===== src/rtl/seq_adder_mult_ctrl_if.sv =====
// rtl/seq_adder_mult_ctrl_if.sv - request/result bundle for the repeated-addition multiplier
interface seq_adder_mult_ctrl_if #(
  parameter int W = 8
);
  logic         start;
  logic [W-1:0] a;
  logic [W-1:0] b;
  logic         busy;
  logic         done;
  logic [W-1:0] result;
  logic         ovf;

  modport master (
    output start, a, b,
    input  busy, done, result, ovf
  );

  modport slave (
    input  start, a, b,
    output busy, done, result, ovf
  );
endinterface


===== src/rtl/seq_adder_mult_ctrl.sv =====
// rtl/seq_adder_mult_ctrl.sv - sequences clear/enable of an accumulating adder to form a*b
module seq_adder_mult_ctrl #(
  parameter int W = 8
) (
  input  logic                  clk,
  input  logic                  reset,
  seq_adder_mult_ctrl_if.slave  bus
);

  typedef enum logic [1:0] {
    S_IDLE  = 2'd0,
    S_CLEAR = 2'd1,
    S_ADD   = 2'd2,
    S_DONE  = 2'd3
  } state_t;

  state_t       r_state;
  state_t       w_next;
  logic [W-1:0] r_a;
  logic [W-1:0] r_cnt;
  logic [W-1:0] r_acc;
  logic         r_ovf;
  logic [W:0]   w_sum;
  logic         w_cnt_zero;

  assign w_sum      = {1'b0, r_acc} + {1'b0, r_a};
  assign w_cnt_zero = (r_cnt == '0);

  always_ff @(posedge clk) begin
    if (!reset) begin
      r_state <= S_IDLE;
    end else begin
      r_state <= w_next;
    end
  end

  always_comb begin
    w_next = r_state;
    case (r_state)
      S_IDLE:  if (bus.start) w_next = S_CLEAR;
      S_CLEAR: w_next = S_ADD;
      S_ADD:   if (w_cnt_zero) w_next = S_DONE;
      S_DONE:  w_next = S_IDLE;
      default: w_next = S_IDLE;
    endcase
  end

  // Operands are only sampled in IDLE, so the inputs may change freely once accepted
  always_ff @(posedge clk) begin
    if (!reset) begin
      r_a   <= '0;
      r_cnt <= '0;
      r_acc <= '0;
      r_ovf <= 1'b0;
    end else begin
      case (r_state)
        S_IDLE: begin
          if (bus.start) begin
            r_a   <= bus.a;
            r_cnt <= bus.b;
          end
        end
        S_CLEAR: begin
          r_acc <= '0;
          r_ovf <= 1'b0;
        end
        S_ADD: begin
          if (!w_cnt_zero) begin
            r_acc <= w_sum[W-1:0];
            r_ovf <= r_ovf | w_sum[W];
            r_cnt <= r_cnt - 1'b1;
          end
        end
        default: ;
      endcase
    end
  end

  always_comb begin
    bus.busy   = (r_state != S_IDLE);
    bus.done   = (r_state == S_DONE);
    bus.result = r_acc;
    bus.ovf    = r_ovf;
  end

endmodule

===== src/flat_wrapper.sv =====
// flat-port wrapper written by rule: the top's interface ports become plain ports
module seq_adder_mult_ctrl_flat 
#(
  parameter int W = 8
)
  (clk, reset, bus_start, bus_a, bus_b, bus_busy, bus_done, bus_result, bus_ovf);
  seq_adder_mult_ctrl_if #(.W(W)) bus_i ();
  input  logic clk;
  input  logic reset;
  input wire logic [$bits(bus_i.start)-1:0] bus_start;
  input wire logic [$bits(bus_i.a)-1:0] bus_a;
  input wire logic [$bits(bus_i.b)-1:0] bus_b;
  output wire logic [$bits(bus_i.busy)-1:0] bus_busy;
  output wire logic [$bits(bus_i.done)-1:0] bus_done;
  output wire logic [$bits(bus_i.result)-1:0] bus_result;
  output wire logic [$bits(bus_i.ovf)-1:0] bus_ovf;
  assign bus_i.start = bus_start;
  assign bus_i.a = bus_a;
  assign bus_i.b = bus_b;
  assign bus_busy = bus_i.busy;
  assign bus_done = bus_i.done;
  assign bus_result = bus_i.result;
  assign bus_ovf = bus_i.ovf;
  seq_adder_mult_ctrl #(.W(W)) u_core (.clk(clk), .reset(reset), .bus(bus_i));
endmodule

===== config.mk =====
export PLATFORM = sky130hd
export DESIGN_NAME = seq_adder_mult_ctrl_flat
export DESIGN_NICKNAME = d
export VERILOG_FILES = /design/src/rtl/seq_adder_mult_ctrl_if.sv /design/src/rtl/seq_adder_mult_ctrl.sv /design/src/flat_wrapper.sv
export SDC_FILE = /design/constraint.sdc
export NUM_CORES = 1
export LEC_CHECK = 0
export ABC_AREA = 0
export CAP_MARGIN = 15
export CORE_ASPECT_RATIO = 1.75
export CORE_UTILIZATION = 55
export DETAILED_ROUTE_END_ITERATION = 6
export PLACE_DENSITY = 0.83
export RECOVER_POWER = 100
export SLEW_MARGIN = 20
export SYNTH_ARGS = -nofsm -noshare
export SYNTH_HDL_FRONTEND = slang
export SYNTH_SLANG_ARGS = --single-unit

===== constraint.sdc =====
create_clock -name clk -period 5.2 [get_ports clk]
set_input_delay 0.78 -clock clk [delete_from_list [all_inputs] [get_ports clk]]
set_output_delay 0.78 -clock clk [all_outputs]
set_load 0.01 [all_outputs]

==> out/results.txt <==
The run finished with clean final reports. The design internal power was 487.9 uW. Data on the critical path arrives at its endpoint at 3.09 ns. The category of the critical setup timing path was flop to flop. The logs give 30 for the number of placed I/O pins and 0 for the count of antenna-violating nets left after detailed routing. TritonCTS built the clock tree. The number of warnings issued by yosys is 0.

Of all cell types, the one taking the most synthesized area is sky130_fd_sc_hd__dfxtp_1. The die area came out at 3211 sq um. The nature of the critical path endpoint was a flop. The worst setup margin was 2.276 ns; the global-route wire length before repair was 6561 um. For this run, the slowest stage of the critical path takes 1.04 ns. The logs give 0 for the number of pins with negative max-slew slack in the final report and 1639 sq um for the cell area after synthesis. For this block, the routed nets add up to 4158 um of wire.

The overall fraction of global-route tracks in use is 0.2641. The layout has 241 filler cells. For the pin with the worst max-slew slack, the measured transition is 1.160 ns.

The initial cell density of the core was 0.5955; the share of power burned in registers was 0.341. After clock tree synthesis, the setup repair step added 0 buffers. Broken down by cell family, the worst path's largest delay share belongs to compound AO/OA/AOI/OAI gates. Setup violations remaining at the end of the flow were counted as 0. The cell count after placement was 244.

In this run, the number of DRC markers left after iteration 0 of detailed routing was 51. Data on the critical path is required at its endpoint by 5.37 ns. The number of enable-type register cells in the synthesized netlist came out at 0. The sum of net half-perimeters after detailed placement was 3163 um; the switching share of power was 0.4385. Entering global routing, the biggest net connects 23 pins. The number of buffers inserted by hold repair at cts is 0, and the sequential share of the synthesized area is 0.3298. Gates resized during post-CTS repair numbered 0. The tools report the net switching power as 381.1 uW. Number of global-route vias before repair: 1560. Fraction of final layout cells with drive strength greater than 1: 0.06335. The async set-or-reset flop fraction in the synthesized netlist is 0. For the finished layout, the period the worst path requires is 2.924 ns. The number of antenna diodes in the final layout is 0. Setup repair after global routing left no endpoint under its margin.

For the sink count of the clock tree, the log shows 27. The classification of the worst-slack hold path was flop to flop. The tools report the cell chosen for the clock root as sky130_fd_sc_hd__clkbuf_8.

Summed over all cells, the static leakage comes to 0.8313 nW. The logs give 0 ns for the final setup TNS and 2.634 ns for the post-place setup slack. Summing over every cut layer, the via total after detailed routing is 1595. The worst setup skew after layout came out at 0.003969 ns. The tools report the final total power as 868.9 uW.

The remaining max-slew budget at the tightest pin was 0.2202. STA classifies the critical path startpoint as a flop. Row generation in the floorplan step produced 25 rows. The share of the synthesized area in the top cell type came out at 0.3298. Static timing analysis puts the maximum clock frequency at 341.9 MHz. Die span in x: 43.27 um.

After the last flow step, the layout net total stands at 256. The number of remaining DRC errors was 0. The tools report the reported max-cap violation count as 0. The tools report the distinct cell type count of the synthesized netlist as 50.

The run gives 1 as the number of H-tree levels. The congestion estimate from routability-driven global placement came to 0.8922. For the fraction of power consumed by the clock network, the log shows 0.139. The worst-case IR drop observed on VDD is 0.2285 mV.

Critical-path cell with the highest stage delay: sky130_fd_sc_hd__o31ai_1. Clock latency on the worst-skew pair, taken at its later pin, is 0.27 ns. In the final routed layout, each cell accounts on average for 16.77 um. The final worst-path cycle share works out to 0.5624. The run gives 0 as the number of endpoints with negative hold slack in the final report. By area the synthesized netlist is led by sky130_fd_sc_hd__dfxtp_1, sky130_fd_sc_hd__ha_1, sky130_fd_sc_hd__a21oi_1. The first TritonRoute pass finished after 4 iterations. In the routed layout, each cell is associated on average with a via count of 6.431. The finished cells cover 1972 sq um.

The critical-path maximum fanout works out to 16. The worst-case hold slack was 0.4708 ns. The share of power burned in combinational logic is 0.520. For this run, the number of standard cells in the final layout without fillers is 248. The combined buffer and inverter count along the critical path came out at 2. Among the stages of the critical path, the cell type that occurs most often is sky130_fd_sc_hd__inv_1.

The average instance in the mapped netlist occupies 8.449 sq um. The critical path goes through inv_1, ha_1, inv_1, o31ai_1, o21ai_0, o311a_2. After clock tree synthesis, the clock-pin slew on the worst setup and hold paths is 0.09 ns. The cell count after synthesis came out at 194. The tools report the share of the core filled with cells in the final layout as 0.7164.

The cell area after placement was 1939 sq um; the number of buffers created by CTS was 3. For this design the ratio of total power to cell area is 440.7 nW/um^2. The relative area change from synthesis to final layout is 20.31%, and the initial antenna violation count is 0.

Measured along the y axis, the die boundary spans 74.22 um. Total nets after synthesis: 228. In the synthesized netlist the dominant register cell turns out to be sky130_fd_sc_hd__dfxtp_1. During placement, the flow inserted port buffers numbering 29. In this run the deepest clock path goes through 2 buffers. The region available for standard cell placement spans 2753 sq um. The synthesized flop and latch total is 27, and the global route total overflow is 0.
synthesized netlist by cell type (2+ instances only):
master,count
sky130_fd_sc_hd__dfxtp_1,27
sky130_fd_sc_hd__nand2_1,24
sky130_fd_sc_hd__a21oi_1,18
sky130_fd_sc_hd__nor2_1,16
sky130_fd_sc_hd__ha_1,14
sky130_fd_sc_hd__inv_1,7
sky130_fd_sc_hd__nand3_1,7
sky130_fd_sc_hd__o21ai_0,7
sky130_fd_sc_hd__a211oi_1,5
sky130_fd_sc_hd__clkbuf_1,5
sky130_fd_sc_hd__a22oi_1,4
sky130_fd_sc_hd__nand2b_1,4
sky130_fd_sc_hd__nor2b_1,4
sky130_fd_sc_hd__a211o_1,3
sky130_fd_sc_hd__a21o_1,3
sky130_fd_sc_hd__nand4_1,3
sky130_fd_sc_hd__o211ai_1,3
sky130_fd_sc_hd__or2_2,3
sky130_fd_sc_hd__a21boi_0,2
sky130_fd_sc_hd__a32oi_1,2
sky130_fd_sc_hd__mux2i_1,2
sky130_fd_sc_hd__o21a_1,2
sky130_fd_sc_hd__o32ai_1,2
cell families (layout without fill, tap and decap cells):
kind of cell               after synthesis  in the layout  synth area share
and+or+nand+nor                         69             69            0.2061
xor gates and xnor gates                 1              1          0.005344
AOI/OAI and AO/OA                       66             66            0.2901
adders and majority gates               15             15            0.1191
buffers and inverters                   13             40           0.03054
muxes                                    3              3           0.01908
DFF                                     27             27            0.3298
sequential cells by signal, indices dropped and copies added (netlist names):
signal             cells
u_core.bus.result      8
u_core.r_a             8
u_core.r_cnt           8
u_core.r_state         2
u_core.bus.ovf         1
final cells by class:
| class | count | area (sq um) | area share |
|---|---|---|---|
| inverters | 7 | 26.28 | 0.01332 |
| clock inverters | 1 | 5.005 | 0.002538 |
| well taps | 27 | 33.78 | 0.01713 |
| clock buffers | 3 | 41.29 | 0.02094 |
| flip-flops and latches | 27 | 540.5 | 0.2741 |
| repair buffers | 29 | 290.3 | 0.1472 |
| multi-input cells | 154 | 1035 | 0.5247 |
final timing paths:
path	slack, ns	startpoint	end	cells past startpoint
setup reg to reg	2.28	u_core.r_state[0]	u_core.r_cnt[0]	6
hold / removal	0.47	u_core.r_a[6]	u_core.r_a[6]	2
hold reg to reg	0.47	u_core.r_a[6]	u_core.r_a[6]	2
setup / recovery	2.28	u_core.r_state[0]	u_core.r_cnt[0]	6
tightest hold or removal path, cell delays in order (launching register included):
cell	delay (ns)
sky130_fd_sc_hd__dfxtp_1	0.33
sky130_fd_sc_hd__nand2_1	0.05
sky130_fd_sc_hd__a21oi_1	0.05
power groups by stage:
stage	registers, mW	logic [mW]	clock network [mW]
2_1_floorplan	0.288	0.350	0
3_3_place_gp	0.297	0.450	0
3_5_place_dp	0.300	0.467	0
4_1_cts	0.296	0.469	0.123
5_1_grt	0.301	0.499	0.127
6_report	0.296	0.452	0.120
layer usage:
| metal | vias to the layer above | share of wire | GRT usage |
|---|---|---|---|
| li1 | 772 | - | - |
| met1 | 763 | 0.37 | 0.2617 |
| met2 | 52 | 0.56 | 0.5274 |
| met3 | 8 | 0.035 | 0.01942 |
| met4 | 0 | 0.032 | 0.1279 |
| met5 | - | 0 | 0 |
placed cells by master (no fill, tap or decap), types with 2 or more instances in the layout:
| cell type | count |
|---|---|
| sky130_fd_sc_hd__a211oi_1 | 5 |
| sky130_fd_sc_hd__nor2b_1 | 4 |
| sky130_fd_sc_hd__nand4_1 | 3 |
| sky130_fd_sc_hd__inv_1 | 7 |
| sky130_fd_sc_hd__a32oi_1 | 2 |
| sky130_fd_sc_hd__dfxtp_1 | 27 |
| sky130_fd_sc_hd__a21oi_1 | 18 |
| sky130_fd_sc_hd__nand2_1 | 24 |
| sky130_fd_sc_hd__clkbuf_8 | 3 |
| sky130_fd_sc_hd__dlygate4sd3_1 | 12 |
| sky130_fd_sc_hd__clkdlybuf4s50_1 | 17 |
| sky130_fd_sc_hd__mux2i_1 | 2 |
| sky130_fd_sc_hd__o32ai_1 | 2 |
| sky130_fd_sc_hd__ha_1 | 14 |
| sky130_fd_sc_hd__or2_2 | 3 |
| sky130_fd_sc_hd__nand2b_1 | 4 |
| sky130_fd_sc_hd__o211ai_1 | 3 |
| sky130_fd_sc_hd__a21boi_0 | 2 |
| sky130_fd_sc_hd__o21ai_0 | 8 |
| sky130_fd_sc_hd__a211o_1 | 3 |
| sky130_fd_sc_hd__nor2_1 | 16 |
| sky130_fd_sc_hd__nand3_1 | 7 |
| sky130_fd_sc_hd__o21a_1 | 2 |
| sky130_fd_sc_hd__a22oi_1 | 4 |
| sky130_fd_sc_hd__a21o_1 | 3 |
| sky130_fd_sc_hd__o31ai_1 | 2 |
(Power assumes the default switching activity.)
